### src/rtl/manchester_rx_pkg.sv
// Shared types and timing thresholds for the Manchester receive path.
// Thresholds are expressed as functions of the half-bit length H in aclk cycles.
package manchester_rx_pkg;

  typedef enum logic [1:0] {
    IDLE,
    HUNT,
    SYNC,
    DATA
  } rx_state_e;

  // Decoded bit value carried by each mid-bit transition direction
  localparam logic RISE_BIT = 1'b1;
  localparam logic FALL_BIT = 1'b0;

  function automatic int unsigned timer_width(input int unsigned h);
    return $clog2(4 * h + 1);
  endfunction

  function automatic int unsigned glitch_lim(input int unsigned h);
    return h / 2;
  endfunction

  function automatic int unsigned mid_lo(input int unsigned h);
    return (3 * h) / 2;
  endfunction

  function automatic int unsigned mid_hi(input int unsigned h);
    return (5 * h) / 2;
  endfunction

  function automatic int unsigned idle_lim(input int unsigned h);
    return 3 * h;
  endfunction

  function automatic int unsigned sat_lim(input int unsigned h);
    return 4 * h;
  endfunction

endpackage

### src/rtl/manchester_rx_recover_edge_timer.sv
// Line synchronizer, edge detector and inter-edge timer for the Manchester receiver.
// Classifies each edge as glitch/boundary/mid-bit/late and flags line idle.
module manchester_edge_timer
  import manchester_rx_pkg::*;
#(
  parameter int unsigned HALF_BIT_CLKS = 4
) (
  input  logic aclk,
  input  logic aresetn,
  input  logic i_serial,
  input  logic i_clr,
  output logic o_edge,
  output logic o_mid,
  output logic o_boundary,
  output logic o_violation,
  output logic o_idle,
  output logic o_bit
);

  localparam int unsigned TW = timer_width(HALF_BIT_CLKS);
  localparam logic [TW-1:0] T_GLITCH = TW'(glitch_lim(HALF_BIT_CLKS));
  localparam logic [TW-1:0] T_MID_LO = TW'(mid_lo(HALF_BIT_CLKS));
  localparam logic [TW-1:0] T_MID_HI = TW'(mid_hi(HALF_BIT_CLKS));
  localparam logic [TW-1:0] T_IDLE   = TW'(idle_lim(HALF_BIT_CLKS));
  localparam logic [TW-1:0] T_SAT    = TW'(sat_lim(HALF_BIT_CLKS));

  logic          r_sync1;
  logic          r_sync2;
  logic          r_prev;
  logic [TW-1:0] r_timer;
  logic          w_edge;

  always_ff @(posedge aclk or negedge aresetn) begin
    if (!aresetn) begin
      r_sync1 <= 1'b0;
      r_sync2 <= 1'b0;
      r_prev  <= 1'b0;
    end else begin
      r_sync1 <= i_serial;
      r_sync2 <= r_sync1;
      r_prev  <= r_sync2;
    end
  end

  assign w_edge = r_sync2 ^ r_prev;

  always_comb begin
    o_mid       = 1'b0;
    o_boundary  = 1'b0;
    o_violation = 1'b0;
    if (w_edge) begin
      if (r_timer < T_GLITCH) begin
        o_violation = 1'b1;
      end else if (r_timer < T_MID_LO) begin
        o_boundary = 1'b1;
      end else if (r_timer <= T_MID_HI) begin
        o_mid = 1'b1;
      end else begin
        o_violation = 1'b1;
      end
    end
  end

  // Boundary edges deliberately leave the timer running: it measures mid-to-mid spacing
  always_ff @(posedge aclk or negedge aresetn) begin
    if (!aresetn) begin
      r_timer <= '0;
    end else if (i_clr || o_mid) begin
      r_timer <= '0;
    end else if (r_timer != T_SAT) begin
      r_timer <= r_timer + 1'b1;
    end
  end

  assign o_edge = w_edge;
  assign o_idle = !w_edge && (r_timer == T_IDLE);
  assign o_bit  = r_sync2 ? RISE_BIT : FALL_BIT;

endmodule

### src/rtl/manchester_rx_recover.sv
// Manchester receiver: preamble lock, sync-word search, MSB-first byte assembly onto AXI-Stream.
// Optional MANCHESTER_RX_ERR_CNT_EN adds a saturating code-violation counter output.
module manchester_rx_recover
  import manchester_rx_pkg::*;
#(
  parameter int unsigned HALF_BIT_CLKS = 4,
  parameter int unsigned LOCK_EDGES    = 8,
  parameter logic [7:0]  SYNC_WORD     = 8'hD5
) (
  input  logic       aclk,
  input  logic       aresetn,
  input  logic       serial_in,
  output logic [7:0] m_axis_tdata,
  output logic       m_axis_tvalid,
  input  logic       m_axis_tready,
  output logic       m_axis_tlast,
  output logic       locked,
  output logic       overflow
`ifdef MANCHESTER_RX_ERR_CNT_EN
  ,
  output logic [15:0] code_err_cnt
`endif
);

  localparam int unsigned LCW = $clog2(LOCK_EDGES + 1);
  localparam logic [LCW-1:0] LOCK_N = LCW'(LOCK_EDGES);

  rx_state_e      r_state;
  rx_state_e      w_state_nxt;
  logic [LCW-1:0] r_lock_cnt;
  logic [7:0]     r_shift;
  logic [2:0]     r_bitcnt;
  logic [7:0]     r_hold;
  logic           r_hold_vld;
  logic [7:0]     r_tdata;
  logic           r_tvalid;
  logic           r_tlast;
  logic           r_overflow;

  logic       w_edge;
  logic       w_mid;
  logic       w_boundary;
  logic       w_violation;
  logic       w_idle;
  logic       w_bit;
  logic [7:0] w_shift_nxt;
  logic       w_byte_done;
  logic       w_flush;
  logic       w_out_free;

  manchester_edge_timer #(
    .HALF_BIT_CLKS(HALF_BIT_CLKS)
  ) u_edge_timer (
    .aclk       (aclk),
    .aresetn    (aresetn),
    .i_serial   (serial_in),
    .i_clr      ((r_state == IDLE) && w_edge),
    .o_edge     (w_edge),
    .o_mid      (w_mid),
    .o_boundary (w_boundary),
    .o_violation(w_violation),
    .o_idle     (w_idle),
    .o_bit      (w_bit)
  );

  assign w_shift_nxt = {r_shift[6:0], w_bit};

  always_ff @(posedge aclk or negedge aresetn) begin
    if (!aresetn) begin
      r_state <= IDLE;
    end else begin
      r_state <= w_state_nxt;
    end
  end

  always_comb begin
    w_state_nxt = r_state;
    w_byte_done = 1'b0;
    w_flush     = 1'b0;
    case (r_state)
      IDLE: begin
        if (w_edge) w_state_nxt = HUNT;
      end
      HUNT: begin
        if (w_violation || w_idle) begin
          w_state_nxt = IDLE;
        end else if (r_lock_cnt == LOCK_N) begin
          w_state_nxt = SYNC;
        end
      end
      SYNC: begin
        if (w_violation || w_idle) begin
          w_state_nxt = IDLE;
        end else if (w_mid && (w_shift_nxt == SYNC_WORD)) begin
          w_state_nxt = DATA;
        end
      end
      DATA: begin
        if (w_violation || w_idle) begin
          w_state_nxt = IDLE;
          w_flush     = 1'b1;
        end else if (w_mid && (r_bitcnt == 3'd7)) begin
          w_byte_done = 1'b1;
        end
      end
      default: w_state_nxt = IDLE;
    endcase
  end

  always_ff @(posedge aclk or negedge aresetn) begin
    if (!aresetn) begin
      r_lock_cnt <= '0;
      r_shift    <= '0;
      r_bitcnt   <= '0;
    end else begin
      if (r_state != HUNT) begin
        r_lock_cnt <= '0;
      end else if (w_mid && (r_lock_cnt != LOCK_N)) begin
        r_lock_cnt <= r_lock_cnt + 1'b1;
      end else if (w_boundary) begin
        r_lock_cnt <= '0;
      end

      // One register serves as the sync-word window in SYNC and the byte assembler in DATA
      if ((r_state == IDLE) || (r_state == HUNT)) begin
        r_shift <= '0;
      end else if (w_mid) begin
        r_shift <= w_shift_nxt;
      end

      if (r_state != DATA) begin
        r_bitcnt <= '0;
      end else if (w_mid) begin
        r_bitcnt <= r_bitcnt + 1'b1;
      end
    end
  end

  assign w_out_free = !r_tvalid || m_axis_tready;

  // A byte sits in hold until the next byte or the frame end decides its tlast
  always_ff @(posedge aclk or negedge aresetn) begin
    if (!aresetn) begin
      r_hold     <= '0;
      r_hold_vld <= 1'b0;
      r_tdata    <= '0;
      r_tvalid   <= 1'b0;
      r_tlast    <= 1'b0;
      r_overflow <= 1'b0;
    end else begin
      r_overflow <= 1'b0;
      if (r_tvalid && m_axis_tready) begin
        r_tvalid <= 1'b0;
        r_tlast  <= 1'b0;
      end
      if (w_byte_done) begin
        if (!r_hold_vld) begin
          r_hold     <= w_shift_nxt;
          r_hold_vld <= 1'b1;
        end else if (w_out_free) begin
          r_tdata  <= r_hold;
          r_tlast  <= 1'b0;
          r_tvalid <= 1'b1;
          r_hold   <= w_shift_nxt;
        end else begin
          r_overflow <= 1'b1;
        end
      end else if (w_flush && r_hold_vld) begin
        if (w_out_free) begin
          r_tdata  <= r_hold;
          r_tlast  <= 1'b1;
          r_tvalid <= 1'b1;
        end else begin
          r_overflow <= 1'b1;
        end
        r_hold     <= '0;
        r_hold_vld <= 1'b0;
      end
    end
  end

`ifdef MANCHESTER_RX_ERR_CNT_EN
  logic [15:0] r_err_cnt;

  always_ff @(posedge aclk or negedge aresetn) begin
    if (!aresetn) begin
      r_err_cnt <= '0;
    end else if (w_violation && (r_state != IDLE) && (r_err_cnt != '1)) begin
      r_err_cnt <= r_err_cnt + 1'b1;
    end
  end

  assign code_err_cnt = r_err_cnt;
`endif

  assign m_axis_tdata  = r_tdata;
  assign m_axis_tvalid = r_tvalid;
  assign m_axis_tlast  = r_tlast;
  assign overflow      = r_overflow;
  assign locked        = (r_state == SYNC) || (r_state == DATA);

endmodule
### config.mk
export PLATFORM = sky130hd
export DESIGN_NAME = manchester_rx_recover
export DESIGN_NICKNAME = d
export VERILOG_FILES = /design/src/rtl/manchester_rx_pkg.sv /design/src/rtl/manchester_rx_recover_edge_timer.sv /design/src/rtl/manchester_rx_recover.sv
export SDC_FILE = /design/constraint.sdc
export NUM_CORES = 1
export LEC_CHECK = 0
export BUFFER_PORTS_ARGS = -buffer_cell sky130_fd_sc_hd__buf_2
export CORE_ASPECT_RATIO = 1.5
export CORE_MARGIN = 2
export CORE_UTILIZATION = 35
export CTS_BUF_LIST = sky130_fd_sc_hd__clkbuf_4 sky130_fd_sc_hd__clkbuf_8 sky130_fd_sc_hd__clkbuf_16
export DETAILED_ROUTE_END_ITERATION = 7
export MAX_ROUTING_LAYER = met4
export PLACE_DENSITY = 0.59
export SKIP_CTS_REPAIR_TIMING = 1
export SLEW_MARGIN = 25
export SYNTH_ARGS = -nofsm -noshare
export SYNTH_HDL_FRONTEND = slang
export SYNTH_HIERARCHICAL = 1
export SYNTH_SLANG_ARGS = --single-unit
### constraint.sdc
create_clock -name aclk -period 2.7 [get_ports aclk]
set_input_delay 0.405 -clock aclk [delete_from_list [all_inputs] [get_ports aclk]]
set_output_delay 0.405 -clock aclk [all_outputs]
set_load 0.03 [all_outputs]
==> metrics.cfg, run 1 <==
[clocking]
cts_buffer_depth=2
cts_tree=done
cts-root-buf=clkbuf_8
cts.sinks=44
cts_made_buffers=5
clkTransAtPathRegs_ns=0.08
h-tree-depth=2
clock_latency_ns=0.30

[route]
drt_pass1_iterations=4
drt-initial-drc-count=95
ant_nets=0
vias=1655
avgViaCountPerCell=5.57
routed_wl_um=4620
wl_per_cell_um=15.6
post-route-drc-count=0

[sta]
slew_viol_final=0
rsz0062_at_grt=false
fin_ws_ns=0.486
setup_violations=0
finalCritPeriodShare_pct=82.0
fin_setup_tns_ns=0
fmax_ghz=0.452
worstMarginPinSlew_ns=0.759
slew_headroom_pct=49.3
min_period_ns=2.21
report.final.hold_viol_count=0
skew_ns=0.00226

[global_route]
grtUsageTotal_pct=13.9
grtUsageMet2_pct=21.2
grt.overflow.total=0
antenna_found_initial=0
grt_max_degree=45
grt_pass1_wl_um=7960
grt_util_met1_pct=17.2
grt_pass1_vias=1604
busiest_layer=met2
grt_use_met3_pct=3.49

[power_and_ir_drop]
p_per_area_nw_per_um2=593
swShare_pct=32.7
p_seq_share_pct=51.9
switching_power_w=0.000485
p_clk_share_pct=27.5
combinationalPowerShare_pct=20.6
p_int_w=0.000999
p_leak_nw=1.02
ir_drop_uv=162

[placement]
port_buffers=15
placed_area_um2=2420
dp_hpwl_um=3160
gp_congestion=0.817
dp_cells=290
dp_slack_ns=0.517

[synthesis]
synth_fp_nets=225
synthCells=215
synth_edf_count=0
yosysWarnings=6
ys_ff_latch=44
syn_area_um2=2350
async_reset_ff_share_pct=100
synth-main-ff-cell=dfrtp_1
synth-seq-area-share_pct=46.8
netlist-cell-type-count=48
synth_area_per_cell_um2=10.9

[setup_path]
rrSetupSlack_ns=0.49
critPathArrivalTime_ns=2.41
endpoint=m_axis_tdata[7]
startpoint=u_edge_timer/r_sync2
endpoint_kind=register
r2r-end=m_axis_tdata[7]
cp.required_ns=2.89
start_kind=register
path_class=register to register
cp_max_fo=8
r2r_cells=6
rr_startpoint=u_edge_timer/r_sync2

[finish]
n_antenna_cell=0
area_growth_pct=6.38
nNetsFinal=231
fin_cells=297
layout_common_cells=44 x dfrtp_1, 16 x nand4_1, 14 x buf_2
postLayoutCellArea_um2=2500
layout-drive-gt1-share_pct=16.3
layout_commonest_cell=dfrtp_1

[floorplanning]
chipHeight_um=104
core_um2=6490
die_w_um=70.9
io_pins=16
fp-row-count=36
die-area_um2=7410
start_util_pct=36.3

[hold_path]
hold_path_class=input pin to asynchronous set/reset pin

[run_status]
run_status=completed

[flow_run]
max-cap-violations=0

## final cells by class
type,instances,area (µm²)
inverters,8,30.0
fillers,650,3980
multi-input cells,145,1100
clock inverters,2,12.5
flip-flops and latches,44,1100
repair buffers,17,92.6
clock buffers,5,68.8
well taps,76,95.1
## flip-flops by register name, summed over array words and instances, names as in the netlist
register / flops
u_edge_timer/r_timer: 5
r_state: 2
m_axis_tvalid: 1
r_shift: 7
u_edge_timer/r_sync1: 1
m_axis_tlast: 1
r_hold: 8
r_bitcnt: 3
overflow: 1
u_edge_timer/r_prev: 1
u_edge_timer/r_sync2: 1
r_lock_cnt: 4
r_hold_vld: 1
m_axis_tdata: 8
## cell families after synthesis
family	count (synthesis)	share of synthesized area, %
buffers and inverters	26	6.60
AOI/OAI and AO/OA	36	11.4
DFF	44	46.8
xor gates and xnor gates	5	1.86
adders and majority gates	6	3.19
muxes	18	9.36
and+or+nand+nor	80	20.8
## metal layers
layer | vias up | wire length (µm)
met5 | - | 0
li1 | 804 | -
met2 | 44 | 2270
met4 | 0 | 114
met3 | 8 | 190
met1 | 799 | 2050
## cells in the mapped netlist (all sizes together), types with 2 or more instances
master | n | area [µm²]
nand4b | 4 | 35.0
nor4 | 2 | 12.5
xnor2 | 4 | 35.0
nor2b | 11 | 68.8
nand3b | 2 | 15.0
nand4 | 16 | 100
a211o | 3 | 26.3
o211ai | 10 | 75.1
nand2 | 6 | 22.5
dfrtp | 44 | 1100
inv | 8 | 30.0
nand3 | 13 | 65.1
and2 | 3 | 21.3
nand2b | 3 | 18.8
nor2 | 10 | 37.5
o21ai | 4 | 20.0
nor4bb | 2 | 20.0
o2111ai | 2 | 23.8
mux2 | 8 | 120
clkbuf | 3 | 11.3
a211oi | 3 | 22.5
o21a | 2 | 15.0
buf | 15 | 114
mux2i | 10 | 100
a21oi | 5 | 25.0
ha | 6 | 75.1
## how the worst min path moves through the flow
| stage | cells after the start | slack (ns) | startpoint | endpoint |
|---|---|---|---|---|
| 2_1_floorplan | 0 | 0.11 | aresetn | m_axis_tdata[0] |
| 3_3_place_gp | 0 | 0.34 | u_edge_timer/r_sync1 | u_edge_timer/r_sync2 |
| 3_5_place_dp | 0 | 0.34 | u_edge_timer/r_sync1 | u_edge_timer/r_sync2 |
| 4_1_cts | 1 | 0.20 | serial_in | u_edge_timer/r_sync1 |
| 5_1_grt | 1 | 0.13 | aresetn | r_lock_cnt[2] |
| 6_report | 1 | 0.08 | aresetn | r_lock_cnt[2] |
## stage by stage
step                hold WS (ns)  util, %  power [W]
finish                    0.0798     38.6    0.00148
global route               0.132     38.6    0.00158
CTS                        0.201     38.5    0.00150
detailed placement         0.336     37.3    0.00109
global placement           0.338     37.3    0.00108
floorplan                  0.109        -    0.00104
## critical path, cell delays in order (launching register included)
cell,delay [ns]
dfrtp_1,0.42
xnor2_1,0.38
inv_1,0.12
nor2_1,0.33
a211o_1,0.18
and4_4,0.34
mux2_4,0.31
## power groups by stage
stage / logic [W] / registers (W) / clock network [W]
3_5_place_dp: 0.000307 / 0.000785 / 0
4_1_cts: 0.000308 / 0.000771 / 0.000422
2_1_floorplan: 0.000305 / 0.000735 / 0
6_report: 0.000306 / 0.000771 / 0.000408
5_1_grt: 0.000350 / 0.000780 / 0.000451
3_3_place_gp: 0.000299 / 0.000782 / 0
Power figures use the tool's default switching activity.
==> run 2: changes to the inputs <==
Settings changed: ABC_AREA set to 1.
Clock period 2.7 ns to 2.1 ns, I/O delays scaled along.
==> run 2 against run 1 <==
  * Via count decreased by 0.66%
  * Global-route usage decreased by 1.7 points
  * Fmax is 21% higher
  * Total power grew 63%
  * Critical path depth grew 6
  * Sequential power grew 35%
  * First-iteration DRC count shrank 28%
  * Register-to-register slack got worse by 0.22 ns
  * Clock power rose by 58%
==> metrics.cfg, run 2 <==
[synthesis]
ys_ff_latch=44  ; unchanged
synth_edf_count=0  ; unchanged
synthCells=262  ; +22%
netlist-cell-type-count=29  ; -40%
syn_area_um2=2250  ; -4.2%
async_reset_ff_share_pct=100  ; unchanged
synth_area_leaders=dfrtp_1 49%, nand2_1 12%, inv_1 5.5%
synth-main-ff-cell=dfrtp_1
synth_most_common_cell=nand2_1
synth_fp_nets=272  ; +21%
yosysTopAreaCell=dfrtp_1
synth_area_per_cell_um2=8.60  ; -21%
ys_top_cells_by_count=72 x nand2_1, 44 x dfrtp_1, 33 x inv_1
yosys.area.top_type_share_pct=48.9  ; +2.1 points
yosysWarnings=6  ; unchanged
synth-seq-area-share_pct=48.9  ; +2.1 points

[setup_path]
cp_max_fo=10  ; +2
rrSetupSlack_ns=0.27  ; -0.22 ns
endpoint_kind=register
max_stage_delay_ns=0.47  ; +0.05 ns
path_cells=inv_1 -> ha_1 -> nand3_1 -> nor3_2 -> inv_1 -> nand2_2 -> nand3_2 -> inv_2 -> nand2_4 -> nand2_4 -> nand2_1 -> nand2_1
crit_family=simple AND/OR/NAND/NOR gates
cp.required_ns=2.34  ; -0.55 ns
path_class=register to register
cp.depth=12  ; +6
r2r_cells=12  ; +6
r2r-end=m_axis_tdata[7]
path_buf_inv=3  ; +2
start_kind=register
crit_path_top_delay_cell=dfrtp_1
rr_startpoint=u_edge_timer/r_timer[1]
critPathArrivalTime_ns=2.07  ; -0.34 ns

[clocking]
cts-root-buf=clkbuf_8
clock_latency_ns=0.30  ; about the same
cts_buffer_depth=2  ; unchanged
cts_tree=done
cts.sinks=44  ; unchanged
clkTransAtPathRegs_ns=0.09  ; about the same
cts_made_buffers=5  ; unchanged
h-tree-depth=2  ; unchanged

[floorplanning]
core_um2=6170  ; -4.8%
fp-row-count=35  ; -2.8%
chipHeight_um=102  ; -2.0%
die-area_um2=7110  ; -4.0%
io_pins=16  ; unchanged
start_util_pct=36.5  ; +0.23 points
die_w_um=69.5  ; -2.0%

[global_route]
grt_max_degree=29  ; -36%
grt.overflow.total=0  ; unchanged
grt_pass1_vias=1546  ; -3.6%
grt_pass1_wl_um=6670  ; -16%
grtUsageTotal_pct=12.2  ; -1.7 points
antenna_found_initial=0  ; unchanged

[placement]
dp_hpwl_um=2950  ; -6.9%
dp_slack_ns=0.173  ; -0.344 ns
gp_congestion=0.793  ; -2.9%
port_buffers=15  ; unchanged

[route]
drt-initial-drc-count=68  ; -28%
ant_nets=0  ; unchanged
post-route-drc-count=0  ; unchanged
avgViaCountPerCell=4.61  ; -17%
drt_pass1_iterations=6  ; +2
vias=1644  ; -0.66%
wl_per_cell_um=10.8  ; -31%
routed_wl_um=3840  ; -17%

[sta]
fin_setup_tns_ns=0  ; unchanged
fin_ws_ns=0.268  ; -0.218 ns
hold_ws_ns=0.0283  ; -0.0515 ns
slew_viol_final=0  ; unchanged
rsz0062_at_grt=false
setup_violations=0  ; unchanged
slew_headroom_pct=57.9  ; +8.6 points
report.final.hold_viol_count=0  ; unchanged
min_period_ns=1.83  ; -0.382 ns
finalCritPeriodShare_pct=87.3  ; +5.2 points
skew_ns=0.00878  ; +0.00652 ns
fmax_ghz=0.546  ; +21%
worstMarginPinSlew_ns=0.631  ; -0.128 ns

[power_and_ir_drop]
p_clk_share_pct=26.6  ; -0.9 points
switching_power_w=0.000898  ; +85%
p_seq_share_pct=42.7  ; -9.2 points
p_per_area_nw_per_um2=960  ; +62%
power_w=0.00242  ; +63%
p_leak_nw=1.38  ; +36%
ir_drop_uv=416  ; +160%
p_int_w=0.00153  ; +53%
combinationalPowerShare_pct=30.7  ; +10 points
swShare_pct=37.0  ; +4.3 points

[finish]
fin_util_pct=40.9  ; +2.3 points
n_antenna_cell=0  ; unchanged
layout-drive-gt1-share_pct=21.2  ; +4.9 points
layout_commonest_cell=nand2_1
layout_common_cells=71 x nand2_1, 44 x dfrtp_1, 33 x inv_1
area_growth_pct=12.1
nNetsFinal=292  ; +26%
fill_cells=620  ; -4.6%

[hold_path]
hold_path_class=input pin to asynchronous set/reset pin

[run_status]
run_status=completed

[flow_run]
max-cap-violations=0  ; unchanged

-- run 2: worst max path at each step --
| stage | startpoint | endpoint | slack, ns |
|---|---|---|---|
| global placement | u_edge_timer/r_timer[1] | m_axis_tdata[4] | 0.21 |
| global route | u_edge_timer/r_timer[1] | m_axis_tdata[0] | 0.05 |
| floorplan | u_edge_timer/r_timer[1] | m_axis_tdata[0] | 0.37 |
| detailed placement | u_edge_timer/r_timer[1] | m_axis_tdata[5] | 0.17 |
| CTS | u_edge_timer/r_timer[1] | m_axis_tdata[7] | 0.15 |
| finish | u_edge_timer/r_timer[1] | m_axis_tdata[7] | 0.27 |
-- run 2: per-stage QoR --
step,instance area [µm²],instances
2_1_floorplan,2250,262
3_3_place_gp,2410,349
3_5_place_dp,2410,349
4_1_cts,2520,357
5_1_grt,2530,357
6_report,2530,357
-- run 2: cell families after synthesis --
kind of cell    Yosys count  synth area share (%)
simple gates            147                  33.1
flops                    44                  48.9
buf+inv                  41                  7.72
compound gates           20                  5.39
fa+ha+maj                 6                  3.33
xor+xnor                  4                  1.55
-- run 2: cell type report --
class                      instances  area, µm²  area share [%]
clock buffer                       5       68.8            2.72
clock inverter                     3       42.5            1.68
inverter                          36        138            5.45
multi-input combinational        177        986            39.0
sequential                        44       1100            43.6
tap                               74       92.6            3.67
timing repair buffer              18       97.6            3.86
-- run 2: metal layers --
| layer | vias up | wire (µm) | GRT usage [%] |
|---|---|---|---|
| met3 | 6 | 165 | 2.37 |
| li1 | 862 | - | - |
| met1 | 748 | 1570 | 12.7 |
| met5 | - | 0 | - |
| met2 | 28 | 2040 | 22.0 |
| met4 | 0 | 62 | 6.33 |
-- run 2: power by group through the flow --
stage	clock network, W	registers [W]	logic [W]
global route	0.000692	0.00105	0.000867
finish	0.000644	0.00104	0.000745
global placement	0	0.00105	0.000747
detailed placement	0	0.00105	0.000752
CTS	0.000668	0.00104	0.000754
floorplan	0	0.000991	0.000679
==> run 3: changes to the inputs <==
Settings changed: ABC_AREA 1 to unset, RECOVER_POWER set to 25.
==> run 3 against run 2 <==
  * Total power is 11% lower
  * Critical endpoint unchanged
  * Register-to-register slack worse by 0.21 ns
  * Via count is 3.6% higher
  * Design area increased by 6.6%
  * Flip-flop and latch count unchanged
  * Final cell count is 12% lower
  * Combinational power decreased by 26%
  * Critical path type unchanged
  * Die area increased by 4.2%
  * Fmax decreased by 10%
==> metrics.cfg, run 3 (synthesis gave the netlist of run 1 again) <==
[run_status]
run_status=completed

[clocking]
h-tree-depth=2  ; unchanged
cts_tree=done
cts_made_buffers=5  ; unchanged
cts.sinks=44  ; unchanged
cts_buffer_depth=2  ; unchanged
clkTransAtPathRegs_ns=0.09  ; about the same
clock_latency_ns=0.29  ; about the same
cts-root-buf=clkbuf_8

[power_and_ir_drop]
p_per_area_nw_per_um2=803  ; -16%
swShare_pct=30.1  ; -6.9 points
switching_power_w=0.000651  ; -27%
p_clk_share_pct=30.7  ; +4.1 points
p_leak_nw=1.12  ; -19%
power_w=0.00216  ; -11%
p_seq_share_pct=43.9  ; +1.2 points
combinationalPowerShare_pct=25.5  ; -5.2 points
p_int_w=0.00151  ; -1.0%
ir_drop_uv=329  ; -21%

[placement]
gp_congestion=0.819  ; +3.2%
dp_cells=306  ; -12%
port_buffers=15  ; unchanged
placed_area_um2=2550  ; +6.0%
dp_hpwl_um=3380  ; +15%

[setup_path]
cp.required_ns=2.29  ; -0.05 ns
endpoint_kind=register
critPathArrivalTime_ns=2.23  ; +0.16 ns
rr_startpoint=u_edge_timer/r_timer[1]
startpoint=u_edge_timer/r_timer[1]
cp_max_fo=8  ; -2
max_stage_delay_ns=0.41  ; -0.06 ns
r2r-end=m_axis_tdata[7]
r2r_cells=6  ; -6
crit_path_top_delay_cell=dfrtp_1
rrSetupSlack_ns=0.05  ; -0.21 ns
path_class=register to register
endpoint=m_axis_tdata[7]
start_kind=register
path_cells=buf_4 -> nor3_1 -> o31a_1 -> a211o_1 -> and4_4 -> mux2_4

[global_route]
antenna_found_initial=0  ; unchanged
grt_max_degree=24  ; -17%
grt_pass1_vias=1780  ; +15%
grt.overflow.total=0  ; unchanged
grt_pass1_wl_um=8160  ; +22%
grtUsageTotal_pct=13.8  ; +1.5 points

[sta]
fin_setup_tns_ns=0  ; unchanged
finalCritPeriodShare_pct=97.4  ; +10 points
skew_ns=0.00407  ; -0.00471 ns
slew_headroom_pct=16.1  ; -42 points
slew_viol_final=0  ; unchanged
worstMarginPinSlew_ns=1.26  ; +0.627 ns
setup_violations=0  ; unchanged
hold_ws_ns=0.121  ; +0.0926 ns
min_period_ns=2.05  ; +0.213 ns
fmax_ghz=0.489  ; -10%
report.final.hold_viol_count=0  ; unchanged

[flow_run]
max-cap-violations=0  ; unchanged

[finish]
area_growth_pct=14.5
fin_cells=315  ; -12%
layout-drive-gt1-share_pct=23.4  ; +2.2 points
nNetsFinal=248  ; -15%
postLayoutCellArea_um2=2690  ; +6.6%
layout_commonest_cell=dfrtp_1
layout_common_cells=43 x dfrtp_1, 18 x buf_4, 16 x nand4_1
n_antenna_cell=0  ; unchanged

[route]
ant_nets=0  ; unchanged
routed_wl_um=4620  ; +20%
drt-initial-drc-count=151  ; +120%
wl_met2_um=2460  ; +21%
wl_met3_um=97  ; -41%
drt-met1-wl_um=1980  ; +26%
post-route-drc-count=0  ; unchanged
dr.max_layer_used=met4
avgViaCountPerCell=5.41  ; +17%
wl_per_cell_um=14.7  ; +36%
drt_pass1_iterations=4  ; -2
vias=1704  ; +3.6%

[floorplanning]
fp-row-count=36  ; +2.9%
core_um2=6490  ; +5.0%
chipHeight_um=104  ; +2.1%
die_w_um=70.9  ; +2.0%
start_util_pct=36.3  ; -0.23 points
die-area_um2=7410  ; +4.2%
io_pins=16  ; unchanged

[hold_path]
hold_path_class=input pin to register

==> run 3: worst min path at each step <==
stage	endpoint	from	slack, ns	cells after the start
after floorplan	m_axis_tdata[0]	aresetn	0.02	0
after global placement	r_lock_cnt[1]	aresetn	0.32	1
after detailed placement	r_lock_cnt[3]	aresetn	0.32	1
after CTS	r_lock_cnt[1]	aresetn	-0.003	1
after global routing	u_edge_timer/r_sync1	serial_in	0.11	1
final	u_edge_timer/r_sync1	serial_in	0.12	1
==> run 3: area by class of cell <==
type | count | area [µm²]
Clock inverter | 3 | 46.3
Clock buffer | 5 | 68.8
Tap cell | 76 | 95.1
Multi-Input combinational cell | 145 | 1120
Fill cell | 636 | 3790
Inverter | 8 | 30.0
Timing Repair Buffer | 34 | 229
Sequential cell | 44 | 1100
==> run 3: per-stage QoR <==
step	worst slack (ns)	utilization, %
floorplan	0.0773	-
global placement	0.127	39.3
detailed placement	0.0867	39.3
CTS	0.0619	41.1
global route	-0.0151	41.5
finish	0.0549	41.5
==> run 3: power groups by stage <==
stage / Sequential, W / Combinational, W / Clock [W]
finish: 0.000949 / 0.000551 / 0.000663
global route: 0.000957 / 0.000626 / 0.000720
CTS: 0.000944 / 0.000528 / 0.000684
detailed placement: 0.000961 / 0.000527 / 0
global placement: 0.000959 / 0.000525 / 0
floorplan: 0.000946 / 0.000392 / 0
==> run 3: critical path: cells and delay by family, from the launching register on <==
kind                   cells  cell delay, ns
AOI/OAI and AO/OA          2            0.51
buffers and inverters      1            0.17
DFF                        1            0.41
muxes                      1            0.31
and+or+nand+nor            2            0.52
==> run 3: metal layers <==
| layer | vias to the layer above | global-route usage [%] |
|---|---|---|
| li1 | 835 | - |
| met1 | 837 | 15.4 |
| met2 | 26 | 23.9 |
| met3 | 6 | 2.23 |
| met4 | 0 | 5.66 |
| met5 | - | - |
